--- src/rtl/mc_pkg.sv ---
// Shared types and constants for the multicycle MIPS control unit.
// States, opcode/funct fields and datapath mux select codes.
package mc_pkg;

  typedef enum logic [4:0] {
    S_HALT      = 5'd0,
    S_FETCH     = 5'd1,
    S_DECODE    = 5'd2,
    S_MEM_ADDR  = 5'd3,
    S_MEM_READ  = 5'd4,
    S_MEM_WB    = 5'd5,
    S_MEM_WRITE = 5'd6,
    S_R_EXEC    = 5'd7,
    S_R_WB      = 5'd8,
    S_I_EXEC    = 5'd9,
    S_I_WB      = 5'd10,
    S_BRANCH    = 5'd11,
    S_JUMP      = 5'd12,
    S_JAL       = 5'd13,
    S_JR        = 5'd14,
    S_TRAP      = 5'd15
  } state_t;

  localparam logic [5:0] OP_RTYPE = 6'h00;
  localparam logic [5:0] OP_J     = 6'h02;
  localparam logic [5:0] OP_JAL   = 6'h03;
  localparam logic [5:0] OP_BEQ   = 6'h04;
  localparam logic [5:0] OP_BNE   = 6'h05;
  localparam logic [5:0] OP_ADDI  = 6'h08;
  localparam logic [5:0] OP_SLTI  = 6'h0A;
  localparam logic [5:0] OP_ANDI  = 6'h0C;
  localparam logic [5:0] OP_ORI   = 6'h0D;
  localparam logic [5:0] OP_XORI  = 6'h0E;
  localparam logic [5:0] OP_LW    = 6'h23;
  localparam logic [5:0] OP_SW    = 6'h2B;

  localparam logic [5:0] FN_SLL = 6'h00;
  localparam logic [5:0] FN_SRL = 6'h02;
  localparam logic [5:0] FN_JR  = 6'h08;

  localparam logic [1:0] PCS_PLUS4 = 2'b00;
  localparam logic [1:0] PCS_ALU   = 2'b01;
  localparam logic [1:0] PCS_JUMP  = 2'b10;
  localparam logic [1:0] PCS_RS    = 2'b11;

  localparam logic [1:0] ALU_ADD = 2'b00;
  localparam logic [1:0] ALU_SUB = 2'b01;
  localparam logic [1:0] ALU_RFN = 2'b10;
  localparam logic [1:0] ALU_IOP = 2'b11;

  localparam logic [2:0] SRCB_RT     = 3'b000;
  localparam logic [2:0] SRCB_FOUR   = 3'b001;
  localparam logic [2:0] SRCB_SIMM   = 3'b010;
  localparam logic [2:0] SRCB_SIMMSH = 3'b011;
  localparam logic [2:0] SRCB_ZIMM   = 3'b100;
  localparam logic [2:0] SRCB_SHAMT  = 3'b101;

  localparam logic [1:0] ERR_NONE    = 2'b00;
  localparam logic [1:0] ERR_ILLEGAL = 2'b01;
  localparam logic [1:0] ERR_TIMEOUT = 2'b10;

endpackage

--- src/rtl/mc_control_unit_mem_wait.sv ---
// Memory wait counter: counts not-ready cycles in a memory state
// and flags a timeout on the last allowed cycle.
module mc_mem_wait #(
  parameter int unsigned TIMEOUT = 16
) (
  input  logic clk,
  input  logic rst,
  input  logic i_clear,
  input  logic i_active,
  input  logic i_ready,
  output logic o_timeout
);

  localparam int W = (TIMEOUT > 1) ? $clog2(TIMEOUT) : 1;
  localparam logic [W-1:0] LIMIT = W'(TIMEOUT - 1);

  logic [W-1:0] r_cnt;

  always_ff @(posedge clk or posedge rst) begin
    if (rst) begin
      r_cnt <= '0;
    end else if (i_clear) begin
      r_cnt <= '0;
    end else if (i_active && !i_ready) begin
      r_cnt <= r_cnt + W'(1);
    end
  end

  // This cycle is the TIMEOUT-th not-ready one; ready here still wins.
  assign o_timeout = i_active && !i_ready && (r_cnt == LIMIT);

endmodule

--- src/rtl/mc_control_unit.sv ---
// Multicycle MIPS control FSM with memory handshake/timeout,
// debug halt/run/step, break, illegal-op trap and retire counter.
module mc_control_unit
  import mc_pkg::*;
#(
  parameter int unsigned MEM_TIMEOUT = 16,
  parameter int unsigned CNT_W       = 32,
  parameter logic [5:0]  BREAK_FUNCT = 6'h0D
) (
  input  logic             clk,
  input  logic             rst,
  input  logic             run,
  input  logic             cont,
  input  logic [5:0]       op,
  input  logic [5:0]       funct,
  input  logic             mem_ready,
  output logic             PCWriteCond,
  output logic             PCWrite,
  output logic             IorD,
  output logic             MemRead,
  output logic             MemWrite,
  output logic             MemtoReg,
  output logic             IRWrite,
  output logic             RegSrcA,
  output logic             ALUSrcA,
  output logic             RegWrite,
  output logic             RegDst,
  output logic             save_pc,
  output logic [1:0]       PCSource,
  output logic [1:0]       ALUOp,
  output logic [2:0]       ALUSrcB,
  output logic             halted,
  output logic             trapped,
  output logic [1:0]       err_code,
  output logic [CNT_W-1:0] retired,
  output logic [4:0]       state
);

  state_t           r_state;
  state_t           w_next;
  logic             r_step;
  logic             r_cont_q;
  logic [1:0]       r_err;
  logic [CNT_W-1:0] r_retired;
  logic             w_cont_rise;
  logic             w_retire;
  logic             w_timeout;
  logic             w_mem_active;
  logic             w_wait_clear;
  state_t           w_after;

  assign w_cont_rise  = cont && !r_cont_q;
  assign w_after      = (run && !r_step) ? S_FETCH : S_HALT;
  assign w_mem_active = (r_state == S_FETCH) ||
                        (r_state == S_MEM_READ) ||
                        (r_state == S_MEM_WRITE);
  assign w_wait_clear = (w_next != r_state);

  mc_mem_wait #(
    .TIMEOUT (MEM_TIMEOUT)
  ) u_wait (
    .clk       (clk),
    .rst       (rst),
    .i_clear   (w_wait_clear),
    .i_active  (w_mem_active),
    .i_ready   (mem_ready),
    .o_timeout (w_timeout)
  );

  always_ff @(posedge clk or posedge rst) begin
    if (rst) begin
      r_state   <= S_HALT;
      r_step    <= 1'b0;
      r_cont_q  <= 1'b0;
      r_err     <= ERR_NONE;
      r_retired <= '0;
    end else begin
      r_state  <= w_next;
      r_cont_q <= cont;
      if (r_state == S_HALT && w_next == S_FETCH)
        r_step <= !run;
      if (w_next == S_TRAP && r_state != S_TRAP)
        r_err <= (r_state == S_DECODE) ? ERR_ILLEGAL : ERR_TIMEOUT;
      if (w_retire)
        r_retired <= r_retired + CNT_W'(1);
    end
  end

  always_comb begin
    w_next   = r_state;
    w_retire = 1'b0;
    unique case (r_state)
      S_HALT: begin
        if (run || w_cont_rise) w_next = S_FETCH;
      end
      S_FETCH: begin
        if (mem_ready)      w_next = S_DECODE;
        else if (w_timeout) w_next = S_TRAP;
      end
      S_DECODE: begin
        unique case (op)
          OP_LW, OP_SW: w_next = S_MEM_ADDR;
          OP_RTYPE: begin
            if (funct == FN_JR)            w_next = S_JR;
            else if (funct == BREAK_FUNCT) w_next = S_HALT;
            else                           w_next = S_R_EXEC;
          end
          OP_ADDI, OP_SLTI, OP_ANDI,
          OP_ORI, OP_XORI: w_next = S_I_EXEC;
          OP_BEQ, OP_BNE:  w_next = S_BRANCH;
          OP_J:            w_next = S_JUMP;
          OP_JAL:          w_next = S_JAL;
          default:         w_next = S_TRAP;
        endcase
      end
      S_MEM_ADDR: w_next = (op == OP_SW) ? S_MEM_WRITE : S_MEM_READ;
      S_MEM_READ: begin
        if (mem_ready)      w_next = S_MEM_WB;
        else if (w_timeout) w_next = S_TRAP;
      end
      S_MEM_WRITE: begin
        if (mem_ready) begin
          w_next   = w_after;
          w_retire = 1'b1;
        end else if (w_timeout) begin
          w_next = S_TRAP;
        end
      end
      S_R_EXEC: w_next = S_R_WB;
      S_I_EXEC: w_next = S_I_WB;
      S_MEM_WB, S_R_WB, S_I_WB,
      S_BRANCH, S_JUMP, S_JAL, S_JR: begin
        w_next   = w_after;
        w_retire = 1'b1;
      end
      S_TRAP:  w_next = S_TRAP;
      default: w_next = S_HALT;
    endcase
  end

  always_comb begin
    PCWriteCond = 1'b0;
    PCWrite     = 1'b0;
    IorD        = 1'b0;
    MemRead     = 1'b0;
    MemWrite    = 1'b0;
    MemtoReg    = 1'b0;
    IRWrite     = 1'b0;
    RegSrcA     = 1'b0;
    ALUSrcA     = 1'b0;
    RegWrite    = 1'b0;
    RegDst      = 1'b0;
    save_pc     = 1'b0;
    PCSource    = PCS_PLUS4;
    ALUOp       = ALU_ADD;
    ALUSrcB     = SRCB_RT;
    unique case (r_state)
      S_FETCH: begin
        MemRead = 1'b1;
        ALUSrcB = SRCB_FOUR;
        IRWrite = mem_ready;
        PCWrite = mem_ready;
      end
      S_DECODE: ALUSrcB = SRCB_SIMMSH;
      S_MEM_ADDR: begin
        ALUSrcA = 1'b1;
        ALUSrcB = SRCB_SIMM;
      end
      S_MEM_READ: begin
        IorD    = 1'b1;
        MemRead = 1'b1;
      end
      S_MEM_WB: begin
        MemtoReg = 1'b1;
        RegWrite = 1'b1;
      end
      S_MEM_WRITE: begin
        IorD     = 1'b1;
        MemWrite = 1'b1;
      end
      S_R_EXEC: begin
        ALUSrcA = 1'b1;
        ALUOp   = ALU_RFN;
        if (funct == FN_SLL || funct == FN_SRL) begin
          RegSrcA = 1'b1;
          ALUSrcB = SRCB_SHAMT;
        end
      end
      S_R_WB: begin
        RegDst   = 1'b1;
        RegWrite = 1'b1;
      end
      S_I_EXEC: begin
        ALUSrcA = 1'b1;
        ALUOp   = ALU_IOP;
        ALUSrcB = (op == OP_ADDI || op == OP_SLTI) ? SRCB_SIMM : SRCB_ZIMM;
      end
      S_I_WB: RegWrite = 1'b1;
      S_BRANCH: begin
        ALUSrcA     = 1'b1;
        ALUOp       = ALU_SUB;
        PCWriteCond = 1'b1;
        PCSource    = PCS_ALU;
      end
      S_JUMP: begin
        PCWrite  = 1'b1;
        PCSource = PCS_JUMP;
      end
      S_JAL: begin
        PCWrite  = 1'b1;
        PCSource = PCS_JUMP;
        save_pc  = 1'b1;
      end
      S_JR: begin
        PCWrite  = 1'b1;
        PCSource = PCS_RS;
      end
      default: ;
    endcase
  end

  assign halted   = (r_state == S_HALT);
  assign trapped  = (r_state == S_TRAP);
  assign err_code = r_err;
  assign retired  = r_retired;
  assign state    = r_state;

endmodule

--- config.mk ---
export PLATFORM = sky130hd
export DESIGN_NAME = mc_control_unit
export DESIGN_NICKNAME = d
export VERILOG_FILES = /design/src/rtl/mc_pkg.sv /design/src/rtl/mc_control_unit_mem_wait.sv /design/src/rtl/mc_control_unit.sv
export SDC_FILE = /design/constraint.sdc
export NUM_CORES = 1
export LEC_CHECK = 0
export CORE_MARGIN = 3
export CORE_UTILIZATION = 52
export CTS_BUF_LIST = sky130_fd_sc_hd__clkbuf_16
export CTS_CLUSTER_SIZE = 40
export DETAILED_ROUTE_END_ITERATION = 6
export PLACE_DENSITY = 0.93
export SLEW_MARGIN = 20
export SYNTH_ARGS = -nofsm -noshare
export SYNTH_HDL_FRONTEND = slang
export SYNTH_SLANG_ARGS = --single-unit
--- constraint.sdc ---
create_clock -name clk -period 4.3 [get_ports clk]
set_clock_uncertainty 0.2 [all_clocks]
set_input_delay 0.43 -clock clk [delete_from_list [all_inputs] [get_ports clk]]
set_output_delay 0.43 -clock clk [all_outputs]
set_load 0.01 [all_outputs]
==> results.sh, run 1 <==
export IMPL_timing_max_transition_violations_final=0
export IMPL_routed_wl_um=7360
export IMPL_use_met1=0.320
export IMPL_drt_pass1_iterations=5
export IMPL_portBuffers=76
export IMPL_postRouteAntennaNets=0
export IMPL_syn_avg_cell_area_um2=8.86
export IMPL_initial_core_util=0.543
export IMPL_ys_ff_latch=45
export IMPL_min_period_over_period=0.741
export IMPL_end_kind="primary output"
export IMPL_finalSetupViolCount=0
export IMPL_grt_first_pass_wirelength_um=12200
export IMPL_clock_fmax_mhz=314
export IMPL_min_period_ns=3.19
export IMPL_hold_path_class="reg2reg"
export IMPL_cts_num_sinks=45
export IMPL_cp_max_fo=26
export IMPL_hold_buffers=0
export IMPL_grt_max_degree=46
export IMPL_area_delta_synth_final_pct=32.9
export IMPL_vias=2637
export IMPL_crit_path_start_kind="flip-flop"
export IMPL_fp_dieW_um=79.3
export IMPL_final_nets=406
export IMPL_gp_congestion=0.856
export IMPL_powerDensity_nw_per_um2=369
export IMPL_rsz0062_at_grt="no"
export IMPL_fillerInstances=374
export IMPL_grt_use_met2=0.409
export IMPL_clockBufferDepth=2
export IMPL_hpwl_um=5280
export IMPL_worstPathArrival_ns=2.56
export IMPL_syn_num_nets=334
export IMPL_synth_compound_area_frac=0.112
export IMPL_die_h_um=79.3
export IMPL_worst_slew_pin_slew_ns=0.820
export IMPL_use_met3=0.0408
export IMPL_crit_type="reg2out"
export IMPL_synth_xor_area_frac=0.113
export IMPL_insertion_delay_ns=0.28
export IMPL_wl_per_cell_um=16.1
export IMPL_syn_area_um2=2790
export IMPL_core_um2=5140
export IMPL_n_antenna_cell=0
export IMPL_ys_dominant_reg_cell="dfrtp_1"
export IMPL_cts_made_buffers=5
export IMPL_status="completed"
export IMPL_fin_cells=458
export IMPL_synthAdderAreaFrac=0.00896
export IMPL_async_flop_share=1.00
export IMPL_synth_simple_area_share=0.295
export IMPL_drcViolationCount=0
export IMPL_final_common_cell="clkdlybuf4s50_1"
export IMPL_cts_tree="done"
export IMPL_required_ns=3.67
export IMPL_synth_edff_count=0
export IMPL_postCtsSetupBuffers=0
export IMPL_ir_drop_v=0.000320
export IMPL_ys_warn_count=0
export IMPL_ioPinCount=77
export IMPL_synth_seq_area_share=0.403
export IMPL_grt_busiest_layer="met2"
export IMPL_netlist_instances=315
export IMPL_synth_distinct_cells=57
export IMPL_finalSetupTns_ns=0
export IMPL_netlist_area_leader_share=0.403
export IMPL_clk_root_buffer_cell="clkbuf_16"
export IMPL_cts_max_level=2
export IMPL_muxShareOfSynthArea=0.0152
export IMPL_track_usage=0.239
export IMPL_leakage_uw=0.00157
export IMPL_antenna_found_initial=0
export IMPL_dp_cells=450
export IMPL_maxCapViolCount=0
export IMPL_grt_overflow_total=0
export IMPL_vias_per_cell=5.76
export IMPL_finalHoldViolations=0
export IMPL_clkTransAtPathRegs_ns=0.06
export IMPL_drive_above_1_share=0.0670
export IMPL_placed_area_um2=3570
export IMPL_post_cts_resized=0
export IMPL_synth_area_leaders="dfrtp_1, xnor2_1, nor2_1"
export IMPL_grt_pass1_vias=2533
export IMPL_final_cell_mix="clkdlybuf4s50_1, dfrtp_1, nor2_1"
export IMPL_drtIter0Drc=188
export IMPL_yosysTopAreaCell="dfrtp_1"
export IMPL_die_area_um2=6280
export IMPL_relSlewSlack=0.454
export IMPL_stdcell_area_um2=3710
export IMPL_synth_top_family_by_area="simple AND/OR/NAND/NOR gates"
export IMPL_row_count=26
-- critical path, stage by stage, from the launching register on --
cell and delay [ns]:
dfrtp_1 0.87, inv_1 0.19, nor3b_1 0.28, nand2_1 0.07
o21ai_0 0.10, a21oi_1 0.09, nor2_1 0.11, clkdlybuf4s50_1 0.54
-- area by class of cell --
class / count / area, µm² / share of cell area
inverters: 15 / 56.3 / 0.0152
multi-input cells: 242 / 1520 / 0.410
repair buffers: 78 / 776 / 0.209
well taps: 70 / 87.6 / 0.0236
clock buffers: 5 / 125 / 0.0337
clock inverters: 3 / 17.5 / 0.00472
flip-flops and latches: 45 / 1130 / 0.303
-- routing by layer --
metal | wire [µm] | up-vias | share of wire
met5 | 0 | - | 0
met4 | 65 | 0 | 0.0088
met3 | 469 | 6 | 0.064
met2 | 3780 | 146 | 0.51
met1 | 3040 | 1243 | 0.41
li1 | - | 1242 | -
-- stage by stage --
step | hold WS (ns) | utilization | power (µW) | setup WS [ns]
after floorplan | 0.261 | - | 832 | 1.79
after global placement | 0.262 | 0.694 | 987 | 1.21
after detailed placement | 0.278 | 0.694 | 1000 | 1.20
after CTS | 0.300 | 0.722 | 1370 | 1.15
after global routing | 0.312 | 0.722 | 1450 | 0.911
final | 0.303 | 0.722 | 1370 | 1.11
-- final timing paths --
kind | cells after the start | endpoint | slack (ns) | startpoint
min reg2reg | 1 | retired[13]$_DFFE_PP0P_ | 0.30 | retired[13]$_DFFE_PP0P_
max in group asynchronous | 3 | retired[2]$_DFFE_PP0P_ | 3.13 | rst
min | 1 | retired[13]$_DFFE_PP0P_ | 0.30 | retired[13]$_DFFE_PP0P_
max reg2reg | 7 | retired[31]$_DFFE_PP0P_ | 1.31 | state[2]$_DFF_PP0_
min in group asynchronous | 3 | retired[16]$_DFFE_PP0P_ | 0.40 | rst
max | 7 | ALUSrcB[0] | 1.11 | state[2]$_DFF_PP0_
-- power breakdown --
part | leakage (µW) | switching (µW) | internal, µW | total (µW)
clock network | 0.0000696 | 153 | 213 | 366
logic | 0.000912 | 228 | 214 | 442
registers | 0.000594 | 103 | 458 | 561
-- state kept, by name, summed over array words and instances, names as in the netlist --
signal	cells
retired	32
u_wait.r_cnt	4
err_code	2
r_cont_q	1
state	5
r_step	1
-- cell usage after synthesis (all sizes together), types with 7 or more instances --
cell and instances:
nand3 10, a21oi 9, nor2 40, o21ai 11
xnor2 20, nor3 20, nand2b 10, nand2 26
buf 8, xor2 16, nor4 7, dfrtp 45
inv 15, nand4 7
-- kinds of logic after synthesis --
kind of cell / count (synthesis)
other cells: 1
flops: 45
fa+ha+maj: 2
compound gates: 46
buf+inv: 28
simple gates: 153
xor+xnor: 36
mux: 4
(Power assumes the default switching activity.)
==> run 2: changes to the inputs <==
--- a/config.mk
+++ b/config.mk
@@ -6,11 +6,11 @@
 export NUM_CORES = 1
 export LEC_CHECK = 0
 export CORE_MARGIN = 3
-export CORE_UTILIZATION = 52
+export CORE_UTILIZATION = 49
 export CTS_BUF_LIST = sky130_fd_sc_hd__clkbuf_16
 export CTS_CLUSTER_SIZE = 40
 export DETAILED_ROUTE_END_ITERATION = 6
-export PLACE_DENSITY = 0.93
+export PLACE_DENSITY = 0.88
 export SLEW_MARGIN = 20
 export SYNTH_ARGS = -nofsm -noshare
 export SYNTH_HDL_FRONTEND = slang
==> constraint.sdc (replaced) <==
create_clock -name clk -period 3 [get_ports clk]
set_clock_uncertainty 0.2 [all_clocks]
set_input_delay 0.3 -clock clk [delete_from_list [all_inputs] [get_ports clk]]
set_output_delay 0.3 -clock clk [all_outputs]
set_load 0.01 [all_outputs]
==> run 2 against run 1 <==
Net effect:
- worst setup slack got worse by 0.91 ns
- combinational power rose by 63%
- sequential power rose by 36%
- wire length fell by 0.11%
- critical endpoint is now ALUSrcB[2]
- largest cell class unchanged
==> results.sh, run 2 (same netlist as run 1, synthesis figures left out) <==
export IMPL_clock_fmax_mhz=357
export IMPL_cts_tree="done"
export IMPL_cp_common_cell="clkdlybuf4s50_1"
export IMPL_die_area_um2=6640
export IMPL_cts_num_sinks=45
export IMPL_clockBufferDepth=2
export IMPL_portBuffers=76
export IMPL_leakage_uw=0.00165
export IMPL_finalSetupTns_ns=0
export IMPL_rr_worst_depth=6
export IMPL_insertion_delay_ns=0.29
export IMPL_critPathSlowestCell="clkdlybuf4s50_1"
export IMPL_wl_per_cell_um=15.7
export IMPL_initial_core_util=0.526
export IMPL_min_period_over_period=0.934
export IMPL_ioPinCount=77
export IMPL_area_delta_synth_final_pct=37.3
export IMPL_status="completed"
export IMPL_required_ns=2.50
export IMPL_r2r_start="state[0]$_DFF_PP0_"
export IMPL_drive_above_1_share=0.103
export IMPL_crit_path_start_kind="input port"
export IMPL_powerDensity_nw_per_um2=550
export IMPL_relSlewSlack=0.405
export IMPL_fp_dieW_um=81.5
export IMPL_final_common_cell="clkdlybuf4s50_1"
export IMPL_cts_max_level=2
export IMPL_postRouteAntennaNets=0
export IMPL_cp_cell_sequence="clkdlybuf4s50_1 -> nor4_1 -> nor3b_2 -> nor3b_1 -> or2_2 -> clkdlybuf4s50_1"
export IMPL_maxCapViolCount=0
export IMPL_finalHoldViolations=0
export IMPL_track_usage=0.237
export IMPL_end_kind="primary output"
export IMPL_antenna_found_initial=0
export IMPL_hold_path_class="reg2reg"
export IMPL_grt_first_pass_wirelength_um=12200
export IMPL_drt_pass1_iterations=5
export IMPL_grt_pass1_vias=2531
export IMPL_finalHoldWorstSlack_ns=0.276
export IMPL_hold_start="retired[31]$_DFFE_PP0P_"
export IMPL_drtIter0Drc=228
export IMPL_fillerInstances=376
export IMPL_final_nets=417
export IMPL_hold_depth=1
export IMPL_n_antenna_cell=0
export IMPL_worstPathArrival_ns=2.30
export IMPL_drcViolationCount=0
export IMPL_worst_slew_pin_slew_ns=0.891
export IMPL_core_um2=5300
export IMPL_worstReg2RegEnd="err_code[0]$_DFFE_PP0P_"
export IMPL_slowest_delay_ns=0.52
export IMPL_final_cell_mix="clkdlybuf4s50_1, dfrtp_1, nor2_1"
export IMPL_die_h_um=81.5
export IMPL_finalSetupViolCount=0
export IMPL_r2r_slack_ns=0.27
export IMPL_crit_type="in2out"
export IMPL_hpwl_um=5450
export IMPL_cts_made_buffers=5
export IMPL_largest_reg_flops=32
export IMPL_clkTransAtPathRegs_ns=0.07
export IMPL_grt_overflow_total=0
export IMPL_ir_drop_v=0.000449
export IMPL_vias=2654
export IMPL_clk_root_buffer_cell="clkbuf_16"
export IMPL_cp_max_fo=2
export IMPL_multiInputGateArea_um2=1530
export IMPL_regArea_um2=1130
export IMPL_vias_per_cell=5.66
export IMPL_row_count=26
export IMPL_gp_congestion=0.932
export IMPL_rsz0062_at_grt="no"
export IMPL_grt_max_degree=46
export IMPL_min_to="retired[31]$_DFFE_PP0P_"
export IMPL_min_period_ns=2.80
export IMPL_routed_wl_um=7350
export IMPL_timing_max_transition_violations_final=0
[run 2: area by class of cell]
type / instances / share of cell area
repair buffers: 89 / 0.224
clock buffers: 5 / 0.0326
clock inverters: 3 / 0.0114
flip-flops and latches: 45 / 0.294
well taps: 70 / 0.0229
inverters: 15 / 0.0147
multi-input cells: 242 / 0.400
[run 2: repair_timing]
| item | 4_1_cts | 5_1_grt |
|---|---|---|
| gates resized for setup | 1 | 2 |
| endpoints found under the setup margin | 1 | 2 |
| endpoints found under the hold margin | 0 | 0 |
| pin swaps | 0 | 0 |
| buffers inserted | 0 | 0 |
| hold buffers | 0 | 0 |
[run 2: worst max path at each step]
stage	startpoint	end	slack, ns
6_report	funct[5]	ALUSrcB[2]	0.20
2_1_floorplan	state[3]$_DFF_PP0_	err_code[0]$_DFFE_PP0P_	0.54
5_1_grt	op[2]	ALUSrcB[1]	0.06
4_1_cts	funct[5]	ALUSrcB[2]	0.16
3_5_place_dp	op[2]	err_code[0]$_DFFE_PP0P_	0.04
3_3_place_gp	op[0]	err_code[0]$_DFFE_PP0P_	0.15
[run 2: critical path: cells and delay by family]
kind / cells / cell delay [ns]
and+or+nand+nor: 4 / 1.07
buffers and inverters: 2 / 0.93
[run 2: stage by stage]
| step | power [µW] | setup WS [ns] | cells | utilization | area (µm²) |
|---|---|---|---|---|---|
| final | 2110 | 0.199 | 469 | 0.723 | 3830 |
| after global routing | 2220 | 0.0578 | 469 | 0.723 | 3830 |
| after detailed placement | 1480 | 0.0378 | 461 | 0.689 | 3650 |
| after CTS | 2100 | 0.156 | 469 | 0.721 | 3820 |
| after floorplan | 1190 | 0.535 | 315 | - | 2790 |
| after global placement | 1460 | 0.145 | 461 | 0.689 | 3650 |
[run 2: layer usage]
metal,GRT usage,routed length [µm],vias to the layer above
met5,0,0,-
li1,-,-,1264
met2,0.398,3680,98
met3,0.0439,467,13
met1,0.314,3130,1279
met4,0.0625,82,0
[run 2: power breakdown]
group          internal (µW)  total [µW]  switching [µW]
combinational            340         720             379
clock                    394         624             230
sequential               658         763             106
total                   1390        2110             715
==> run 3: changes to the inputs <==
--- a/config.mk
+++ b/config.mk
@@ -5,6 +5,7 @@
 export SDC_FILE = /design/constraint.sdc
 export NUM_CORES = 1
 export LEC_CHECK = 0
+export CORE_ASPECT_RATIO = 1.4
 export CORE_MARGIN = 3
 export CORE_UTILIZATION = 49
 export CTS_BUF_LIST = sky130_fd_sc_hd__clkbuf_16
==> run 3 against run 2 <==
Net effect:
- sequential share of layout area down 0.43 points
- non-clock buffer count is 10 higher
- count of clock-buffer cells in the layout is the same
- sequential power down 0.8%
- utilization is 0.38 points higher
- register-to-register slack better by 0.05 ns
- final cell count up 1.3%
==> results.sh, run 3 (same netlist as run 1, synthesis figures left out) <==
export IMPL_status="completed"
export IMPL_finalHoldViolations=0
export IMPL_timing_max_transition_violations_final=0
export IMPL_final_cell_mix="clkdlybuf4s50_1, dfrtp_1, nor2_1"
export IMPL_drt_pass1_iterations=5
export IMPL_ioPinCount=77
export IMPL_postRouteAntennaNets=0
export IMPL_hold_path_class="in2async"
export IMPL_final_nets=427
export IMPL_routed_wl_um=7520
export IMPL_worstPathArrival_ns=2.34
export IMPL_min_period_over_period=0.948
export IMPL_area_delta_synth_final_pct=39.3
export IMPL_finalHoldWorstSlack_ns=0.276
export IMPL_rsz0062_at_grt="no"
export IMPL_track_usage=0.238
export IMPL_vias_per_cell=5.63
export IMPL_cts_tree="done"
export IMPL_finalPower_uw=2130
export IMPL_n_antenna_cell=0
export IMPL_multiInputGateArea_um2=1520
export IMPL_largest_reg_flops=32
export IMPL_grt_max_degree=46
export IMPL_min_period_ns=2.84
export IMPL_clk_root_buffer_cell="clkbuf_16"
export IMPL_fillerInstances=419
export IMPL_drcViolationCount=0
export IMPL_ir_drop_v=0.000533
export IMPL_drtIter0Drc=161
export IMPL_worst_slew_pin_slew_ns=0.542
export IMPL_rr_worst_depth=8
export IMPL_cts_made_buffers=5
export IMPL_powerDensity_nw_per_um2=548
export IMPL_regArea_um2=1130
export IMPL_dp_cells=467
export IMPL_cts_max_level=2
export IMPL_finalSetupTns_ns=0
export IMPL_hold_buffers=0
export IMPL_grt_pass1_vias=2795
export IMPL_required_ns=2.50
export IMPL_cts_num_sinks=45
export IMPL_stdcell_area_um2=3890
export IMPL_initial_core_util=0.522
export IMPL_crit_path_start_kind="input port"
export IMPL_die_area_um2=6650
export IMPL_portBuffers=76
export IMPL_gp_congestion=0.939
export IMPL_r2r_slack_ns=0.32
export IMPL_worstReg2RegEnd="err_code[0]$_DFFE_PP0P_"
export IMPL_final_common_cell="clkdlybuf4s50_1"
export IMPL_maxCapViolCount=0
export IMPL_hpwl_um=5660
export IMPL_end_kind="primary output"
export IMPL_die_h_um=95.3
export IMPL_clock_fmax_mhz=352
export IMPL_cp_max_fo=2
export IMPL_row_count=31
export IMPL_antenna_found_initial=0
export IMPL_wl_per_cell_um=15.8
export IMPL_leakage_uw=0.00169
export IMPL_crit_type="in2out"
export IMPL_clkTransAtPathRegs_ns=0.06
export IMPL_placed_area_um2=3720
export IMPL_grt_first_pass_wirelength_um=12800
export IMPL_core_um2=5350
export IMPL_relSlewSlack=0.638
export IMPL_grt_overflow_total=0
export IMPL_insertion_delay_ns=0.28
export IMPL_vias=2674
export IMPL_fp_dieW_um=69.8
export IMPL_drive_above_1_share=0.115
export IMPL_finalSetupViolCount=0
export IMPL_fin_cells=475
export IMPL_clockBufferDepth=2
export IMPL_r2r_start="state[0]$_DFF_PP0_"
==> run 3: cell types whose count changed in the layout (fill, tap and decap cells not counted), sizes merged <==
cell	before	now
buf	13	23
inv	16	14
clkinv	1	2
clkinvlp	0	1
==> run 3: area by class of cell <==
| cell class | instances | share of cell area |
|---|---|---|
| clock buffer | 5 | 0.0322 |
| clock inverter | 3 | 0.0106 |
| inverter | 15 | 0.0145 |
| multi-input combinational | 242 | 0.392 |
| sequential | 45 | 0.290 |
| tap | 66 | 0.0212 |
| timing repair buffer | 99 | 0.240 |
==> run 3: per-layer routing <==
metal | track usage | wire length [µm] | up-vias
li1 | - | - | 1284
met1 | 0.255 | 2980 | 1269
met2 | 0.445 | 3820 | 99
met3 | 0.0454 | 442 | 22
met4 | 0.118 | 279 | 0
met5 | 0 | 0 | -
==> run 3: power by group <==
part	internal, µW	total (µW)	switching, µW
logic	372	770	398
clock network	389	604	214
registers	658	757	99.3
total	1420	2130	712
==> run 3: worst max-delay path by stage <==
stage | from | endpoint | slack, ns
2_1_floorplan | state[3]$_DFF_PP0_ | err_code[0]$_DFFE_PP0P_ | 0.54
3_3_place_gp | op[0] | err_code[0]$_DFFE_PP0P_ | 0.16
3_5_place_dp | op[0] | err_code[0]$_DFFE_PP0P_ | 0.08
4_1_cts | state[2]$_DFF_PP0_ | ALUSrcB[2] | 0.14
5_1_grt | funct[5] | ALUSrcB[2] | 0.06
6_report | funct[5] | ALUSrcB[2] | 0.16
==> run 3: per-stage QoR <==
stage / util / setup WS [ns]
floorplan: - / 0.535
global route: 0.727 / 0.0558
CTS: 0.726 / 0.137
global placement: 0.695 / 0.156
finish: 0.727 / 0.157
detailed placement: 0.695 / 0.0795
==> run 3: timing repair <==
action	in CTS	in global routing
resized for setup	0	1
endpoints found under the hold margin	0	0
endpoints found under the setup margin	0	1
buffers inserted	0	0
==> run 3: worst max-delay path: stages <==
cell and delay (ns):
clkdlybuf4s50_1 0.42, nor4_1 0.35, nor3b_1 0.31, nor3b_1 0.29, or2_2 0.16, clkdlybuf4s50_1 0.52
